File: config.mk
export PLATFORM = sky130hd
export DESIGN_NAME = battle_turn_ctrl
export DESIGN_NICKNAME = d
export VERILOG_FILES = /design/src/rtl/battle_turn_ctrl_pkg.sv /design/src/rtl/battle_turn_ctrl_sec_tick.sv /design/src/rtl/battle_turn_ctrl.sv
export SDC_FILE = /design/constraint.sdc
export NUM_CORES = 1
export LEC_CHECK = 0
export CAP_MARGIN = 20
export CORE_ASPECT_RATIO = 1.25
export CORE_MARGIN = 2
export CORE_UTILIZATION = 32
export DETAILED_ROUTE_END_ITERATION = 8
export PLACE_DENSITY_LB_ADDON = 0.2
export SLEW_MARGIN = 10
export SYNTH_ARGS = -nofsm -noshare
export SYNTH_HDL_FRONTEND = slang
export SYNTH_HIERARCHICAL = 1
export SYNTH_SLANG_ARGS = --single-unit
export TNS_END_PERCENT = 10
File: constraint.sdc
create_clock -name clk -period 3.2 [get_ports clk]
set_input_delay 0.32 -clock clk [delete_from_list [all_inputs] [get_ports clk]]
set_output_delay 0.32 -clock clk [all_outputs]
set_load 0.05 [all_outputs]
File: src/rtl/battle_turn_ctrl_pkg.sv
// Shared types and helpers for the combat turn scheduler: states, hero stat
// lookups, keypad action codes and victory/defeat codes.
package battle_pkg;

  typedef enum logic [2:0] {
    S_IDLE,
    S_LOAD,
    S_HERO,
    S_ENEMY,
    S_EACT,
    S_CHECK,
    S_RESULT
  } state_t;

  localparam logic [4:0] KEY_ATTACK = 5'd1;
  localparam logic [4:0] KEY_DEFEND = 5'd2;

  localparam logic [1:0] VD_PLAY = 2'd0;
  localparam logic [1:0] VD_WIN  = 2'd1;
  localparam logic [1:0] VD_LOSE = 2'd2;

  // 8 + 2*id, 10..22 for ids 1..7
  function automatic logic [4:0] hero_hp_f(input logic [2:0] id);
    return 5'd8 + {1'b0, id, 1'b0};
  endfunction

  function automatic logic [4:0] hero_atk_f(input logic [2:0] id);
    return 5'd2 + {3'b000, id[1:0]};
  endfunction

  // HP counters clamp at zero instead of wrapping
  function automatic logic [4:0] sat_sub(input logic [4:0] a, input logic [4:0] b);
    return (a > b) ? (a - b) : 5'd0;
  endfunction

endpackage

File: src/rtl/battle_turn_ctrl_sec_tick.sv
// Free-running one-cycle pulse every TICK_DIV clocks; never restarted by the
// turn logic, so turn lengths carry up to one tick of phase jitter.
module sec_tick #(
  parameter int TICK_DIV = 27_000_000
) (
  input  logic clk_i,
  input  logic rst_ni,
  output logic tick_o
);

  localparam int CW = (TICK_DIV > 1) ? $clog2(TICK_DIV) : 1;
  localparam logic [CW-1:0] LAST = CW'(TICK_DIV - 1);

  logic [CW-1:0] cnt_q;
  logic          tick_q;

  always_ff @(posedge clk_i or negedge rst_ni) begin
    if (!rst_ni) begin
      cnt_q  <= '0;
      tick_q <= 1'b0;
    end else begin
      tick_q <= (cnt_q == LAST);
      if (cnt_q == LAST) begin
        cnt_q <= '0;
      end else begin
        cnt_q <= cnt_q + CW'(1);
      end
    end
  end

  assign tick_o = tick_q;

endmodule

File: src/rtl/battle_turn_ctrl.sv
// Combat turn scheduler: alternates hero/enemy turns, tracks both HP counters
// and reports victory/defeat on v_d. Define BATTLE_CRIT_EN for hero crits.
module battle_turn_ctrl
  import battle_pkg::*;
#(
  parameter int TICK_DIV  = 27_000_000,
  parameter int TURN_SECS = 5,
  parameter int ENEMY_HP  = 20
) (
  input  logic       clk,
  input  logic       rst_n,
  input  logic       game_active,
  input  logic [2:0] heroe_seleccionado,
  input  logic       keypad_pressed,
  input  logic [4:0] key,
  output logic [1:0] v_d,
  output logic [4:0] hero_hp,
  output logic [4:0] enemy_hp,
  output logic       enemy_turn,
  output logic [2:0] secs_left
);

  state_t     state_q;
  logic [1:0] v_d_q;
  logic [4:0] hero_hp_q;
  logic [4:0] enemy_hp_q;
  logic       enemy_turn_q;
  logic [2:0] secs_q;
  logic       defend_q;
  logic [2:0] hero_id_q;
  logic       ga_q;
  logic       kp_q;
  logic       key_evt_q;
  logic [4:0] key_code_q;
  logic [7:0] lfsr_q;
  logic       tick;
  logic [4:0] atk_dmg;
  logic [4:0] foe_dmg;

  sec_tick #(.TICK_DIV(TICK_DIV)) u_tick (
    .clk_i  (clk),
    .rst_ni (rst_n),
    .tick_o (tick)
  );

  // x^8+x^6+x^5+x^4+1, advancing every cycle regardless of game state
  always_ff @(posedge clk or negedge rst_n) begin
    if (!rst_n) begin
      lfsr_q <= 8'hA5;
    end else begin
      lfsr_q <= {lfsr_q[6:0], lfsr_q[7] ^ lfsr_q[5] ^ lfsr_q[4] ^ lfsr_q[3]};
    end
  end

  // Key edge becomes a one-cycle event, so presses outside HERO_TURN are lost
  always_ff @(posedge clk or negedge rst_n) begin
    if (!rst_n) begin
      kp_q       <= 1'b0;
      key_evt_q  <= 1'b0;
      key_code_q <= 5'd0;
      ga_q       <= 1'b0;
    end else begin
      kp_q      <= keypad_pressed;
      key_evt_q <= keypad_pressed & ~kp_q;
      ga_q      <= game_active;
      if (keypad_pressed && !kp_q) begin
        key_code_q <= key;
      end
    end
  end

`ifdef BATTLE_CRIT_EN
  assign atk_dmg = (lfsr_q[3:2] == 2'b11) ? {hero_atk_f(hero_id_q)[3:0], 1'b0}
                                          : hero_atk_f(hero_id_q);
`else
  assign atk_dmg = hero_atk_f(hero_id_q);
`endif

  assign foe_dmg = defend_q ? ((5'd2 + {3'b000, lfsr_q[1:0]}) >> 1)
                            : (5'd2 + {3'b000, lfsr_q[1:0]});

  always_ff @(posedge clk or negedge rst_n) begin
    if (!rst_n) begin
      state_q      <= S_IDLE;
      v_d_q        <= VD_PLAY;
      hero_hp_q    <= 5'd0;
      enemy_hp_q   <= 5'd0;
      enemy_turn_q <= 1'b0;
      secs_q       <= 3'd0;
      defend_q     <= 1'b0;
      hero_id_q    <= 3'd0;
    end else if (!game_active) begin
      // HP values are left visible after the game FSM leaves play
      state_q      <= S_IDLE;
      v_d_q        <= VD_PLAY;
      enemy_turn_q <= 1'b0;
      secs_q       <= 3'd0;
      defend_q     <= 1'b0;
    end else begin
      case (state_q)
        S_IDLE: begin
          if (!ga_q && heroe_seleccionado != 3'd0) begin
            hero_id_q <= heroe_seleccionado;
            state_q   <= S_LOAD;
          end
        end
        S_LOAD: begin
          hero_hp_q    <= hero_hp_f(hero_id_q);
          enemy_hp_q   <= 5'(ENEMY_HP);
          defend_q     <= 1'b0;
          secs_q       <= 3'(TURN_SECS);
          enemy_turn_q <= 1'b0;
          state_q      <= S_HERO;
        end
        S_HERO: begin
          // an action key beats a same-cycle timeout tick
          if (key_evt_q && key_code_q == KEY_ATTACK) begin
            enemy_hp_q <= sat_sub(enemy_hp_q, atk_dmg);
            state_q    <= S_CHECK;
          end else if (key_evt_q && key_code_q == KEY_DEFEND) begin
            defend_q <= 1'b1;
            state_q  <= S_CHECK;
          end else if (tick) begin
            if (secs_q <= 3'd1) begin
              secs_q       <= 3'd0;
              enemy_turn_q <= 1'b1;
              state_q      <= S_ENEMY;
            end else begin
              secs_q <= secs_q - 3'd1;
            end
          end
        end
        S_ENEMY: begin
          if (tick) begin
            state_q <= S_EACT;
          end
        end
        S_EACT: begin
          hero_hp_q <= sat_sub(hero_hp_q, foe_dmg);
          defend_q  <= 1'b0;
          state_q   <= S_CHECK;
        end
        S_CHECK: begin
          if (enemy_hp_q == 5'd0) begin
            v_d_q   <= VD_WIN;
            state_q <= S_RESULT;
          end else if (hero_hp_q == 5'd0) begin
            v_d_q   <= VD_LOSE;
            state_q <= S_RESULT;
          end else if (enemy_turn_q) begin
            enemy_turn_q <= 1'b0;
            secs_q       <= 3'(TURN_SECS);
            state_q      <= S_HERO;
          end else begin
            enemy_turn_q <= 1'b1;
            state_q      <= S_ENEMY;
          end
        end
        S_RESULT: begin
          state_q <= S_RESULT;
        end
        default: begin
          state_q <= S_IDLE;
        end
      endcase
    end
  end

  assign v_d        = v_d_q;
  assign hero_hp    = hero_hp_q;
  assign enemy_hp   = enemy_hp_q;
  assign enemy_turn = enemy_turn_q;
  assign secs_left  = secs_q;

endmodule

==> results of run 1 <==
-- cells in the mapped netlist (all sizes together), types with 7 or more instances --
| master | instances | area [sq um] |
|---|---|---|
| o21ai | 15 | 75.1 |
| nor2b | 10 | 62.6 |
| nor4 | 7 | 50.1 |
| xnor2 | 15 | 131 |
| or3 | 9 | 56.3 |
| dfrtp | 61 | 1530 |
| nand4 | 10 | 75.1 |
| ha | 9 | 113 |
| xor2 | 8 | 70.1 |
| nor2 | 21 | 78.8 |
| inv | 24 | 90.1 |
| nor3 | 10 | 66.3 |
| nand2 | 23 | 86.3 |
| nand3 | 15 | 80.1 |
| a21oi | 19 | 95.1 |
-- cell families (layout without fill, tap and decap cells) --
logic type	Yosys count	count (layout)
fa+ha+maj	11	11
mux	6	6
xor+xnor	23	23
compound gates	65	65
flops	65	65
simple gates	126	126
buf+inv	35	73
-- area by class of cell --
cell class,count,area [sq um]
Fill cell,1005,6030
Clock buffer,9,225
Clock inverter,7,95.1
Multi-Input combinational cell,231,1600
Sequential cell,65,1630
Tap cell,129,161
Inverter,24,90.1
Timing Repair Buffer,33,325
-- timing repair --
item / in CTS / in global routing
hold buffers: 1 / 0
hold endpoints to repair: 17 / 0
setup endpoints to repair: 0 / 0
-- cell usage in the layout (no fill, tap or decap), types with 5 or more instances in the layout --
cell	n
dfrtp_1	61
clkdlybuf4s50_1	26
inv_1	23
nand2_1	23
nor2_1	21
a21oi_1	19
xnor2_1	15
o21ai_0	14
nand3_1	14
nor2b_1	10
or3_1	9
ha_1	9
clkbuf_16	9
xor2_1	8
nand4_1	8
nor3_1	8
nor4_1	6
mux2_2	5
-- registers in the layout (all words and copies together) (netlist names) --
register	flops
secs_left	3
defend_q	1
v_d	2
key_evt_q	1
state_q	3
enemy_turn	1
u_tick/tick_o	1
key_code_q	5
kp_q	1
hero_id_q	3
ga_q	1
hero_hp	5
lfsr_q	8
u_tick/cnt_q	25
enemy_hp	5
-- report_power, final --
group / switching (mW) / total (mW) / internal [mW]
Combinational: 0.492 / 0.858 / 0.366
Clock: 0.362 / 1.04 / 0.681
Sequential: 0.131 / 1.04 / 0.909
-- how the worst max path moves through the flow --
stage | start | endpoint | slack [ps]
5_1_grt | u_tick/cnt_q[0] | u_tick/cnt_q[5] | 890
3_5_place_dp | game_active | hero_id_q[0] | 840
3_3_place_gp | game_active | hero_id_q[0] | 920
6_report | state_q[2] | enemy_hp[4] | 1070
4_1_cts | u_tick/cnt_q[0] | u_tick/cnt_q[5] | 1060
2_1_floorplan | enemy_hp[0] | enemy_hp[4] | 1110
-- per-layer routing --
layer,global-route usage [%],vias to the layer above,wire length (microns)
met1,16.8,1260,3060
met5,0,-,0
met4,5.36,0,68
met2,22.2,39,3490
met3,3.00,4,229
li1,-,1258,-
-- per-stage QoR --
stage | hold slack (ps) | setup WS, ps
2_1_floorplan | 24.4 | 1110
3_3_place_gp | 338 | 924
3_5_place_dp | 340 | 843
4_1_cts | 356 | 1060
5_1_grt | 371 | 887
6_report | 353 | 1070
-- critical path, stage by stage, from the launching register on --
cell,delay (ps)
dfrtp_1,600
nor3b_2,430
nand4_1,370
or3_1,460
o221ai_1,70
a21oi_1,60
==> reports/results.ini, run 1 <==
[sta]
fin_setup_tns_ps=0
finalCritPeriodShare_pct=66.6
setup_violations=0
finalHoldViolations=0
rsz0062_at_grt=no
max_slew_margin_pct=53.0
slew_violations=0
tightest_slew_ps=703
clock_skew_ps=7.14
clock.fmax_ghz=0.469
timing.final.crit_period_ps=2130

[synthesis]
synth_xor_xnor_area_share_pct=5.98
syn-mean-instance-area_sq_um=10.2
synth-adder-area-share_pct=4.53
async_flop_share_pct=100
yosysUniqueCellTypes=64
synth-seq-cells=65
syn_inst=331
synthMuxAreaShare_pct=1.97
ys_warn_count=6
synth-edff-count=0
synth_seq_area_share_pct=48.4
synth_top_family_by_area=simple AND/OR/NAND/NOR gates
synth.net_count=354
syn-cell-area_sq_mm=0.00337
ys.flop_type=dfrtp_1
synth_compound_area_share_pct=13.0
synth-simple-area-share_pct=21.9

[worst_hold_path]
min_path_type=flop to flop
holdPathEnd=lfsr_q[7]
hold-path-cell-count=0
min_from=lfsr_q[6]

[critical_path]
rr_worst_depth=5
rrSetupSlack_ps=1070
r2r_end=enemy_hp[4]
path_class=flop to flop
critPathLaunchType=flop
r2r-start=state_q[2]
end_kind=flop
cp_max_fo=18
critical_path_arrival_ps=2320
crit_required_ps=3390

[outcome]
outcome=completed

[floorplan]
initial_utilization_pct=33.2
die_area_sq_mm=0.0114
dieWidth_microns=95.8
die_height_microns=119
coreArea_sq_mm=0.0102
rows=41
pin_count=28

[placement]
portBuffers=27
dp_hpwl_microns=4950
place_area_sq_mm=0.00379
place.gp.congestion=0.794
dp.cells=481

[power]
power_mw=2.94
vdd_ir_drop_max_uv=255
p_per_area_mw_per_mm2=713
p_leak_nw=1.73

[global_route]
grt_pass1_vias=2548
grt_usage_pct=13.5
grt_pass1_wl_microns=12000
grt_max_degree=27
gr-total-overflow=0
antenna_found_initial=0

[clock_network]
worstSkewPairLatency_ps=320
cts_max_level=3
post_cts_buffers=0
clockRootBuffer=clkbuf_16
cts_resized=0
path_clk_slew_ps=60
clock_sinks=65
cts_buffers=9
tritoncts=yes
cts_buffer_depth=2

[drt]
vias_per_cell=5.14
routed-via-count=2561
drt.antenna.violating_nets=0
wl_per_cell_microns=13.7
drtIter0Drc=59
routed_wl_microns=6840
post-route-drc-count=0
dr.pass1.iters=5

[final_layout]
stdcell_count=498
utilization_pct=40.6
insertedDiodeCount=0
fin_area_sq_mm=0.00413
area_growth_pct=22.5
drive_above_1_share_pct=13.0
fin_nets=387

[job]
maxCapViolCount=0

Note: power is estimated with default switching activity, not from simulation.
==> run 2, diff against run 1 <==
==> constraint.sdc (replaced) <==
create_clock -name clk -period 2.2 [get_ports clk]
set_input_delay 0.22 -clock clk [delete_from_list [all_inputs] [get_ports clk]]
set_output_delay 0.22 -clock clk [all_outputs]
set_load 0.05 [all_outputs]
==> reports/results.ini, run 2 (synthesis gave the netlist of run 1 again) <==
[critical_path]
cp_num_cells=8
r2r-start=defend_q
r2r_end=hero_hp[2]
crit_path_end=hero_hp[2]
rrSetupSlack_ps=170
cp_max_fo=4
critical_path_arrival_ps=2260
max_stage_delay_ps=390
startpoint=defend_q
crit_required_ps=2430
cp_top_family=adder cells
path_class=flop to flop
slowest_stage=dfrtp_1
path_buf_inv=2
end_kind=flop
rr_worst_depth=8
critical_path.cell_chain=inv_1 > ha_1 > inv_1 > ha_1 > and4_1 > nor3_2 > a21bo_2 > o311ai_2
critPathLaunchType=flop

[sta]
whs_ps=359
slew_violations=0
max_slew_margin_pct=63.9
fin_ws_ps=169
setup_violations=0
tightest_slew_ps=537
clock_skew_ps=5.58
finalCritPeriodShare_pct=92.3
timing.final.crit_period_ps=2030
finalHoldViolations=0
rsz0062_at_grt=no
fin_setup_tns_ps=0
clock.fmax_ghz=0.492

[floorplan]
dieWidth_microns=95.8
die_area_sq_mm=0.0114
rows=41
die_height_microns=119
coreArea_sq_mm=0.0102
initial_utilization_pct=33.2
pin_count=28

[clock_network]
path_clk_slew_ps=50
cts_buffer_depth=2
clockRootBuffer=clkbuf_16
cts_max_level=3
clock_sinks=65
cts_resized=0
worstSkewPairLatency_ps=330
tritoncts=yes
cts_buffers=9

[global_route]
grt_max_degree=41
grt_pass1_wl_microns=12300
busiest_layer=met2
antenna_found_initial=0
grt_pass1_vias=2596
met1_usage_pct=17.0
gr-total-overflow=0
grtUsageMet2_pct=22.6
grt_use_met3_pct=3.06
grt_usage_pct=13.9

[final_layout]
reg_top3=u_tick/cnt_q: 25 flops, lfsr_q: 8 flops
drive_above_1_share_pct=15.4
fin_area_sq_mm=0.00419
final_common_cell=dfrtp_1
final_cell_mix=dfrtp_1 (61), clkdlybuf4s50_1 (26), inv_1 (23), nand2_1 (23), nor2_1 (21)
largest_reg_flops=25
fin_nets=400
area_growth_pct=24.4
insertedDiodeCount=0
top_register=u_tick/cnt_q

[power]
p_leak_nw=1.78
p_per_area_mw_per_mm2=1010
vdd_ir_drop_max_uv=390
power_mw=4.23

[drt]
wl_per_cell_microns=14.1
routed-via-count=2628
drt.antenna.violating_nets=0
vias_per_cell=5.14
drtIter0Drc=106
post-route-drc-count=0
dr.pass1.iters=4
routed_wl_microns=7200

[placement]
dp_hpwl_microns=5220
place_area_sq_mm=0.00388
portBuffers=27
place_ws_ps=162
place.gp.congestion=0.773

[outcome]
outcome=completed

[worst_hold_path]
min_path_type=input port to flop
min_from=keypad_pressed
hold-path-cell-count=1

[job]
maxCapViolCount=0

==> run 2: changes by cell type in the layout (fill, tap and decap cells not counted) <==
cell,change
buf_12,-1
bufinv_16,-1
clkbuf_1,+2
clkinvlp_4,-1
buf_4,+14
clkbuf_8,+2
clkinv_4,-2
==> run 2: per-layer routing <==
| layer | routed length (microns) | part of all wire, % |
|---|---|---|
| met2 | 3610 | 50 |
| met3 | 237 | 3.3 |
| met4 | 145 | 2.0 |
| met1 | 3210 | 45 |
| met5 | 0 | 0 |
==> run 2: worst min path at each step <==
stage	endpoint	slack [ps]
CTS	kp_q	350
global placement	enemy_hp[2]	240
finish	kp_q	360
global route	kp_q	360
floorplan	defend_q	-80
detailed placement	enemy_hp[2]	250
==> run 2: layout make-up <==
class | count | area, sq um
fillers | 1007 | 5970
flip-flops and latches | 65 | 1630
multi-input cells | 231 | 1600
repair buffers | 46 | 410
clock buffers | 13 | 260
well taps | 129 | 161
inverters | 24 | 90.1
clock inverters | 3 | 40.0
==> run 2: through the flow <==
| step | instances | utilization, % |
|---|---|---|
| 3_3_place_gp | 494 | 38.2 |
| 2_1_floorplan | 331 | - |
| 4_1_cts | 511 | 41.3 |
| 6_report | 511 | 41.3 |
| 5_1_grt | 511 | 41.3 |
| 3_5_place_dp | 494 | 38.2 |
==> run 2: report_power, final <==
| part | total, mW | switching [mW] | internal [mW] |
|---|---|---|---|
| combinational | 1.30 | 0.742 | 0.555 |
| sequential | 1.49 | 0.169 | 1.32 |
| clock | 1.44 | 0.505 | 0.935 |
==> run 2: timing repair <==
item / 4_1_cts / 5_1_grt
buffers inserted: 0 / 0
endpoints found under the hold margin: 61 / 0
hold buffers: 1 / 0
